==> config.mk <==
export PLATFORM = sky130hd
export DESIGN_NAME = parity_rx
export DESIGN_NICKNAME = d
export VERILOG_FILES = /design/src/rtl/parity_pkg.sv /design/src/rtl/bit_timer.sv /design/src/rtl/parity_rx.sv
export SDC_FILE = /design/constraint.sdc
export NUM_CORES = 1
export LEC_CHECK = 0
export CAP_MARGIN = 20
export CORE_MARGIN = 2
export CORE_UTILIZATION = 57
export CTS_CLUSTER_DIAMETER = 80
export DETAILED_ROUTE_END_ITERATION = 10
export PLACE_DENSITY = 0.88
export RECOVER_POWER = 50
export SETUP_SLACK_MARGIN = 0.3
export SLEW_MARGIN = 30
export SYNTH_ARGS = -nofsm -noshare
export SYNTH_HDL_FRONTEND = slang
export SYNTH_SLANG_ARGS = --single-unit
==> constraint.sdc <==
create_clock -name clk -period 2.58 [get_ports clk]
set_input_delay 0.516 -clock clk [delete_from_list [all_inputs] [get_ports clk]]
set_output_delay 0.516 -clock clk [all_outputs]
set_load 0.1 [all_outputs]
==> src/rtl/parity_pkg.sv <==
// ----------------------------------------------------------------------------
// parity_pkg
// Shared definitions for the parity-checked serial receiver:
//   - state_t               : receiver FSM states
//   - DEFAULT_CLKS_PER_BIT  : default oversampling factor (clocks per bit)
//   - DEFAULT_DATA_W        : default number of data bits per frame
//   - parityError()         : combines data XOR, received parity bit and the
//                             odd/even selector into a single error flag
// ----------------------------------------------------------------------------
package parity_pkg;

    typedef enum logic [2:0] {
        IDLE      = 3'd0,
        START     = 3'd1,
        DATA      = 3'd2,
        PARITY    = 3'd3,
        STOP      = 3'd4,
        WAIT_IDLE = 3'd5
    } state_t;

    localparam int DEFAULT_CLKS_PER_BIT = 4;
    localparam int DEFAULT_DATA_W       = 8;

    // Even parity: data XOR parity must be 0. Odd parity: must be 1.
    function automatic logic parityError(input logic dataXor,
                                         input logic parityBit,
                                         input logic oddSel);
        return dataXor ^ parityBit ^ oddSel;
    endfunction

endpackage

==> src/rtl/bit_timer.sv <==
// ----------------------------------------------------------------------------
// bit_timer
// Free-running bit-period counter with a mid-bit sample strobe.
// Ports:
//   clk        : clock, rising edge
//   rst_n      : asynchronous active-low reset (counter cleared)
//   restart_i  : forces the counter back to 0 on the next edge
//   half_i     : 1 = strobe at count CLKS_PER_BIT/2 (start-bit midpoint)
//                0 = strobe at count CLKS_PER_BIT-1 (one full bit later)
//   sample_o   : combinational sample strobe for the current cycle
// ----------------------------------------------------------------------------
module bit_timer
    import parity_pkg::*;
#(
    parameter int CLKS_PER_BIT = DEFAULT_CLKS_PER_BIT
) (
    input  logic clk,
    input  logic rst_n,
    input  logic restart_i,
    input  logic half_i,
    output logic sample_o
);

    localparam int CW = $clog2(CLKS_PER_BIT);
    localparam logic [CW-1:0] HALF_CNT = CW'(CLKS_PER_BIT / 2);
    localparam logic [CW-1:0] LAST_CNT = CW'(CLKS_PER_BIT - 1);

    logic [CW-1:0] count_q;
    logic [CW-1:0] count_d;

    // The counter wraps at the end of every bit period, so after a restart
    // at one sample point the next full-bit strobe lands exactly one bit
    // period later, i.e. again at a bit midpoint.
    always_comb begin
        count_d = count_q + 1'b1;
        if (restart_i || (count_q == LAST_CNT)) begin
            count_d = '0;
        end
    end

    always_ff @(posedge clk or negedge rst_n) begin
        if (!rst_n) begin
            count_q <= '0;
        end else begin
            count_q <= count_d;
        end
    end

    assign sample_o = half_i ? (count_q == HALF_CNT) : (count_q == LAST_CNT);

endmodule

==> src/rtl/parity_rx.sv <==
// ----------------------------------------------------------------------------
// parity_rx
// Serial receiver for frames of: start(0), DATA_W data bits LSB first,
// one parity bit, one stop bit(1). Reports the data word with parity and
// framing error flags, pulsing out_valid for one cycle per frame.
// Ports:
//   clk            : clock, rising edge
//   rst_n          : asynchronous active-low reset
//   in_serial      : serial line, idle high, asynchronous to clk
//   out_data       : last received data word (held until next frame)
//   out_valid      : one-cycle pulse when a frame completes
//   out_parity_err : parity mismatch of the last frame
//   out_frame_err  : stop bit of the last frame was sampled low
// ----------------------------------------------------------------------------
module parity_rx
    import parity_pkg::*;
#(
    parameter int CLKS_PER_BIT = DEFAULT_CLKS_PER_BIT,
    parameter int DATA_W       = DEFAULT_DATA_W,
    parameter int PARITY_ODD   = 0
) (
    input  logic              clk,
    input  logic              rst_n,
    input  logic              in_serial,
    output logic [DATA_W-1:0] out_data,
    output logic              out_valid,
    output logic              out_parity_err,
    output logic              out_frame_err
);

    localparam int CNT_W = (DATA_W > 1) ? $clog2(DATA_W) : 1;
    localparam logic [CNT_W-1:0] LAST_BIT = CNT_W'(DATA_W - 1);
    localparam logic ODD_SEL = (PARITY_ODD != 0);

    logic sync1_q;
    logic sync2_q;
    logic rx;

    state_t state_q;
    state_t state_d;

    logic [CNT_W-1:0]  bit_cnt_q,    bit_cnt_d;
    logic [DATA_W-1:0] shift_q,      shift_d;
    logic              parity_bit_q, parity_bit_d;
    logic [DATA_W-1:0] data_q,       data_d;
    logic              valid_q,      valid_d;
    logic              perr_q,       perr_d;
    logic              ferr_q,       ferr_d;

    logic timer_restart;
    logic timer_half;
    logic sample;
    logic take_data;
    logic take_parity;
    logic take_stop;

    // Two-flop synchronizer; flops reset to the idle (high) line level so
    // reset release never looks like a start edge.
    always_ff @(posedge clk or negedge rst_n) begin
        if (!rst_n) begin
            sync1_q <= 1'b1;
            sync2_q <= 1'b1;
        end else begin
            sync1_q <= in_serial;
            sync2_q <= sync1_q;
        end
    end

    assign rx = sync2_q;

    bit_timer #(
        .CLKS_PER_BIT(CLKS_PER_BIT)
    ) u_bit_timer (
        .clk      (clk),
        .rst_n    (rst_n),
        .restart_i(timer_restart),
        .half_i   (timer_half),
        .sample_o (sample)
    );

    // FSM state register.
    always_ff @(posedge clk or negedge rst_n) begin
        if (!rst_n) begin
            state_q <= IDLE;
        end else begin
            state_q <= state_d;
        end
    end

    // FSM next-state logic.
    always_comb begin
        state_d = state_q;
        unique case (state_q)
            IDLE: begin
                if (!rx) state_d = START;
            end
            START: begin
                if (sample) state_d = rx ? IDLE : DATA;
            end
            DATA: begin
                if (sample && (bit_cnt_q == LAST_BIT)) state_d = PARITY;
            end
            PARITY: begin
                if (sample) state_d = STOP;
            end
            STOP: begin
                if (sample) state_d = rx ? IDLE : WAIT_IDLE;
            end
            WAIT_IDLE: begin
                if (rx) state_d = IDLE;
            end
            default: state_d = IDLE;
        endcase
    end

    // FSM outputs. In IDLE the timer is held at 0 while the line is high,
    // so it is already counting from the first low cycle and the start-bit
    // strobe falls at the true midpoint of the start bit.
    always_comb begin
        timer_restart = 1'b0;
        timer_half    = 1'b0;
        take_data     = 1'b0;
        take_parity   = 1'b0;
        take_stop     = 1'b0;
        unique case (state_q)
            IDLE: begin
                timer_restart = rx;
                timer_half    = 1'b1;
            end
            START: begin
                timer_half    = 1'b1;
                timer_restart = sample;
            end
            DATA:      take_data     = sample;
            PARITY:    take_parity   = sample;
            STOP:      take_stop     = sample;
            WAIT_IDLE: timer_restart = 1'b1;
            default:   timer_restart = 1'b1;
        endcase
    end

    // Datapath next values: LSB-first shift in, parity capture, and the
    // result registers that update only at the stop-bit sample.
    always_comb begin
        bit_cnt_d    = bit_cnt_q;
        shift_d      = shift_q;
        parity_bit_d = parity_bit_q;
        data_d       = data_q;
        perr_d       = perr_q;
        ferr_d       = ferr_q;
        valid_d      = 1'b0;
        if (state_q == START) begin
            bit_cnt_d = '0;
        end
        if (take_data) begin
            shift_d   = (shift_q >> 1) | (DATA_W'(rx) << (DATA_W - 1));
            bit_cnt_d = bit_cnt_q + 1'b1;
        end
        if (take_parity) begin
            parity_bit_d = rx;
        end
        if (take_stop) begin
            data_d  = shift_q;
            perr_d  = parityError(^shift_q, parity_bit_q, ODD_SEL);
            ferr_d  = ~rx;
            valid_d = 1'b1;
        end
    end

    // Datapath registers.
    always_ff @(posedge clk or negedge rst_n) begin
        if (!rst_n) begin
            bit_cnt_q    <= '0;
            shift_q      <= '0;
            parity_bit_q <= 1'b0;
            data_q       <= '0;
            valid_q      <= 1'b0;
            perr_q       <= 1'b0;
            ferr_q       <= 1'b0;
        end else begin
            bit_cnt_q    <= bit_cnt_d;
            shift_q      <= shift_d;
            parity_bit_q <= parity_bit_d;
            data_q       <= data_d;
            valid_q      <= valid_d;
            perr_q       <= perr_d;
            ferr_q       <= ferr_d;
        end
    end

    assign out_data       = data_q;
    assign out_valid      = valid_q;
    assign out_parity_err = perr_q;
    assign out_frame_err  = ferr_q;

endmodule

[Yosys cells after proc, flatten, opt, wreduce, memory -nomap -nowiden]
Index checks and enable logic that the tools add are counted.
Storage, ports and cells
  output and inout port bits: 11
  bits of input ports: 3
  bits in registers: 30
  word-level logic and storage cells: 57
Cells by class
  reductions and logical operators: 8
  muxes and demuxes: 19
  bitwise gates (word level): 3
  equal/unequal tests: 14
  $add $sub $neg: 2
Operators with widths (number)
  $mux W3: 9
  $pmux W3 S6: 1
  $ne A2 B2 Y1 const B: 6
  $eq A3 B3 Y1 const B: 3
  $or A7 B8 Y8: 1
  $reduce_xor A8 Y1: 1
  $eq A3 B2 Y1 const B: 2
  $mux W1: 6
  $reduce_and A6 Y1: 1
  $eq A2 B2 Y1 const B: 2
  $mux W2: 2
  $add A3 B1 Y3 const B: 1
  $eq A3 B1 Y1 const B: 1
  $logic_not A3 Y1: 1
  $pmux W1 S3: 1
  $reduce_or A3 Y1: 1
  $add A2 B1 Y2 const B: 1
  $reduce_bool A2 Y1: 1
  $reduce_or A2 Y1: 1
  $logic_and A1 B1 Y1: 1
  $logic_or A1 B1 Y1: 1
  $not A1 Y1: 1
  $xor A1 B1 Y1: 1

[Logic depth before layout (Yosys ltp)]
  depth in word-level cells: 7
  depth in mapped cells: 6
  mapped depth without buffers: 6

[Cells and area by module]
From an unflattened synthesis, not the netlist that was laid out.
Second synthesis, totals
  cell total of the unflattened synthesis: 96
  area, all modules: 1315.0 sq um
By module, submodules not included
  parity_rx: area an instance 1211.2 sq um, instances 1, seq. area each 703.2 sq um, cells each 88
  bit_timer: area an instance 103.8 sq um, instances 1, seq. area each 50.0 sq um, cells each 8

[Worst setup path after synthesis]
Ideal clock, no wire load.
  path kind: reg-to-reg
  start: register u_bit_timer.count_q[0]
  end: register data_q[1] (netlist: out_data[1])
  stages on the path, launching flop included: 6
  arrival time: 1.417 ns
  path slack: 1.038 ns
  path buffers: 1
  setup time: 0.125 ns
  clock period less this slack: 1.542 ns
  required time: 2.455 ns
  cells stage by stage: dfrtp_1 ha_1 nand2b_1 nor3_1 buf_4 mux2_2
Between the ends
  word-level cells in the longest chain between the ends: 3
  elaborated cells between the ends (all ways): 4
  those cells by class: 2 x eq/ne; 2 x mux
Ends and longest elaborated chain
  from (decl): RTL line bit_timer.sv:28  | logic [CW-1:0] count_q;
  from (signal assigned): RTL line bit_timer.sv:45  | count_q <= count_d;
  $eq A2 B2 Y1: RTL line bit_timer.sv:49  | assign sample_o = half_i ? (count_q == HALF_CNT) : (count_q == LAST_CNT);
  $mux W1 (*): RTL line bit_timer.sv:49
  $mux W1 (*): RTL line parity_rx.sv:125  | unique case (state_q)
  via take_stop: RTL line parity_rx.sv:55  | logic take_stop;
  to (signal assigned): RTL line parity_rx.sv:184  | data_q <= data_d;
  to (decl): RTL line parity_rx.sv:45  | logic [DATA_W-1:0] data_q, data_d;
Mark *: on every way through the listed nets, which the timed path passes. The rest lies on a longest branch.
A chain may end at the register's enable or synchronous reset.

[Worst setup path after layout]
  start: register state_q[1]
  end: register shift_q[7]
Between the ends
  word-level cells in the longest chain between the ends: 5
  elaborated cells between the ends (all ways): 7
  those cells by class: 2 x eq/ne; 3 x mux; 2 x reduce/logical
Ends and longest elaborated chain
  from (decl): RTL line parity_rx.sv:39  | state_t state_q;
  from (signal assigned): RTL line parity_rx.sv:86  | state_q <= state_d;
  $eq A3 B1 Y1 / $logic_not A3 Y1 (equally long branches): RTL line parity_rx.sv:125
  $reduce_or A2 Y1 (no line)
  $mux W1: RTL line parity_rx.sv:125
  $mux W1: RTL line bit_timer.sv:49
  $mux W1 (*): RTL line parity_rx.sv:125
  to (signal assigned): RTL line parity_rx.sv:182  | shift_q <= shift_d;
  to (decl): RTL line parity_rx.sv:43  | logic [DATA_W-1:0] shift_q, shift_d;
Mark *: on every way between the ends. The rest lies on a longest branch, timed or not.

==> flow_metrics.py <==
metrics = {
    "route": {
        "dr.pass1.iters": 4,
        "wl_per_cell_um": 13.2,
        "num_vias": 805,
        "drtIter0Drc": 14,
        "via_per_inst": 5.23,
        "drt-total-wl_mm": 2.03,
        "antenna_left": 0,
        "drc": 0,
    },
    "logic_synthesis": {
        "syn-mean-instance-area_um2": 12.7,
        "synth_nets": 113,
        "synth_warnings": 0,
        "synth_flop_cell": "dfrtp_1",
        "yosysSeqAreaShare_pct": 56.1,
        "synth_top_area_share_pct": 52.2,
        "synth-seq-cells": 30,
        "synth_edf_count": 0,
        "ys_top_cells_by_area": "dfrtp_1 (52%), mux2_2 (16%), dfstp_2 (3.9%), ha_1 (3.7%), xnor2_1 (3.3%)",
        "post-synth-top-area-cell": "dfrtp_1",
        "synth_cell_type_count": 26,
        "async_flop_share_pct": 100,
        "synthTopCellsByCount": "dfrtp_1 (28), mux2_2 (19), nor2_1 (7), o21ai_0 (7), nand2_1 (6)",
        "synthMostInstantiatedCell": "dfrtp_1",
        "syn_inst": 106,
        "syn-cell-area_um2": 1340,
    },
    "global_routing": {
        "grt_pass1_wl_mm": 3.62,
        "grt.overflow.total": 0,
        "grt_pass1_vias": 787,
        "antenna_found_initial": 0,
        "grt_usage_pct": 18.4,
        "grt_max_degree": 31,
    },
    "worst_setup_path": {
        "reg2reg_slack_ns": 0.81,
        "cp-end-kind": "flip-flop",
        "crit_path_start_kind": "flip-flop",
        "path_cells": "nor2b_1 > nand2_1 > nor2_2 > mux2_2",
        "cp_top_family": "simple AND/OR/NAND/NOR gates",
        "crit_arrival_ns": 1.96,
        "crit_required_ns": 2.77,
        "cp_slowest_stage_delay_ns": 0.56,
        "cp_slowest_cell": "dfrtp_1",
        "cp_max_fo": 14,
        "critPathKind": "reg2reg",
        "path_buf_inv": 0,
    },
    "power": {
        "p_per_area_nw_per_um2": 910,
        "p_leak_nw": 0.767,
        "irDropWorstVdd_v": 0.000575,
    },
    "final_layout": {
        "diodes": 0,
        "syn2layout_area_growth_pct": 15.0,
        "drive_gt1_share_pct": 35.7,
        "fin_nets": 132,
        "fin_cells": 154,
    },
    "placement": {
        "dp_cells": 146,
        "gp_congestion": 0.874,
        "io_buffers": 13,
        "dp_hpwl_mm": 1.44,
    },
    "floorplan": {
        "die_width_um": 52.5,
        "start_util_pct": 60.7,
        "core-area_um2": 2210,
        "num_rows": 17,
        "die_height_um": 52.5,
        "fp.dieArea_um2": 2760,
        "ios": 14,
    },
    "status": {
        "status": "complete, no violations",
    },
    "clock_tree": {
        "cts_resized": 0,
        "cts_root_buf": "clkbuf_4",
        "cts_inserted_buffers": 5,
        "hold_buffers": 0,
        "cts_tree": "yes",
        "clockBufferDepth": 2,
        "cts.sinks": 30,
        "clkTransAtPathRegs_ns": 0.08,
        "clock_latency_ns": 0.32,
        "cts_max_level": 2,
        "cts_setup_buffers": 0,
    },
    "sta": {
        "fmax_mhz": 566,
        "setup_viol": 0,
        "rsz0062_at_grt": "false",
        "final-max-slew-violation-count": 0,
        "final.setup_skew_ns": 0.0142,
        "finalHoldViolCount": 0,
        "tightest_slew_ns": 0.403,
        "fin_crit_sh_pct": 68.5,
        "finalSetupTns_ns": 0,
        "finalCriticalPeriod_ns": 1.77,
        "slew_headroom_pct": 73.1,
    },
    "hold_path": {
        "min_path_type": "reg2reg",
    },
    "run": {
        "drv_cap": 0,
    },
}
metrics by stage:
stage	setup slack [ns]	cell area [um2]	hold slack, ns	utilization (%)	total power [mW]
floorplan	1.04	1340	0.220	-	1.03
global placement	0.906	1480	0.347	66.9	1.11
detailed placement	0.814	1480	0.351	66.9	1.13
CTS	0.789	1540	0.364	69.8	1.42
global route	0.684	1540	0.374	69.8	1.50
finish	0.812	1540	0.361	69.8	1.41
final timing paths:
check                           cells past startpoint            to        from
max in group asynchronous                           2            rx       rst_n
worst max-delay path                                4    shift_q[7]  state_q[1]
worst min register to register                      0            rx     sync1_q
worst min-delay path                                0            rx     sync1_q
worst max register to register                      4    shift_q[7]  state_q[1]
min in group asynchronous                           2  parity_bit_q       rst_n
cell families (layout without fill, tap and decap cells):
group,after synthesis,count (layout),share of synthesized area [%]
simple gates,21,21,7.27
fa+ha+maj,4,4,3.73
buf+inv,6,26,1.96
compound gates,17,17,7.46
flops,30,30,56.1
xor+xnor,7,7,5.68
mux,21,21,17.8
flip-flops by register name, indices dropped and copies added, names as in the netlist:
name	count
bit_cnt_q	3
out_frame_err	1
state_q	3
shift_q	8
out_parity_err	1
out_data	8
sync1_q	1
rx	1
u_bit_timer.count_q	2
parity_bit_q	1
out_valid	1
where the power goes:
part | switching [mW] | total (mW) | internal, mW
Sequential | 0.107 | 0.658 | 0.551
Combinational | 0.238 | 0.460 | 0.222
Clock | 0.157 | 0.288 | 0.131
routing by layer:
metal	share of wire [%]	vias to the layer above	GRT usage, %
met1	50	377	24.4
met3	3.9	5	5.14
met4	1.5	0	7.69
met5	0	-	0
met2	45	17	28.3
li1	-	406	-
worst register-to-register path, stage by stage (launching register included):
cell	delay, ns
dfrtp_1	0.56
nor2b_1	0.25
nand2_1	0.10
nor2_2	0.34
mux2_2	0.40
layout make-up:
class	instances	area, um2
sequential	30	753
multi-input combinational	70	563
inverter	3	11.3
tap	28	35.0
clock inverter	2	12.5
fill	176	668
clock buffer	6	51.3
timing repair buffer	15	118
layout by cell type, fill, tap and decap left out, drive strengths merged:
cell type    netlist  routed
a21o               2       2
a21oi              4       4
a311oi             1       1
a31oi              1       1
and2               1       1
buf                1      13
clkbuf             2       6
clkinv             0       1
clkinvlp           0       1
dfrtp             28      28
dfstp              2       2
dlygate4sd3        0       2
ha                 4       4
inv                3       3
mux2              20      20
mux2i              1       1
nand2              6       6
nand2b             1       1
nor2               8       8
nor2b              4       4
nor3               1       1
o21a               1       1
o21ai              7       7
o31ai              1       1
xnor2              5       5
xnor3              1       1
xor2               1       1
No activity file was read; power rests on OpenSTA's default activity.
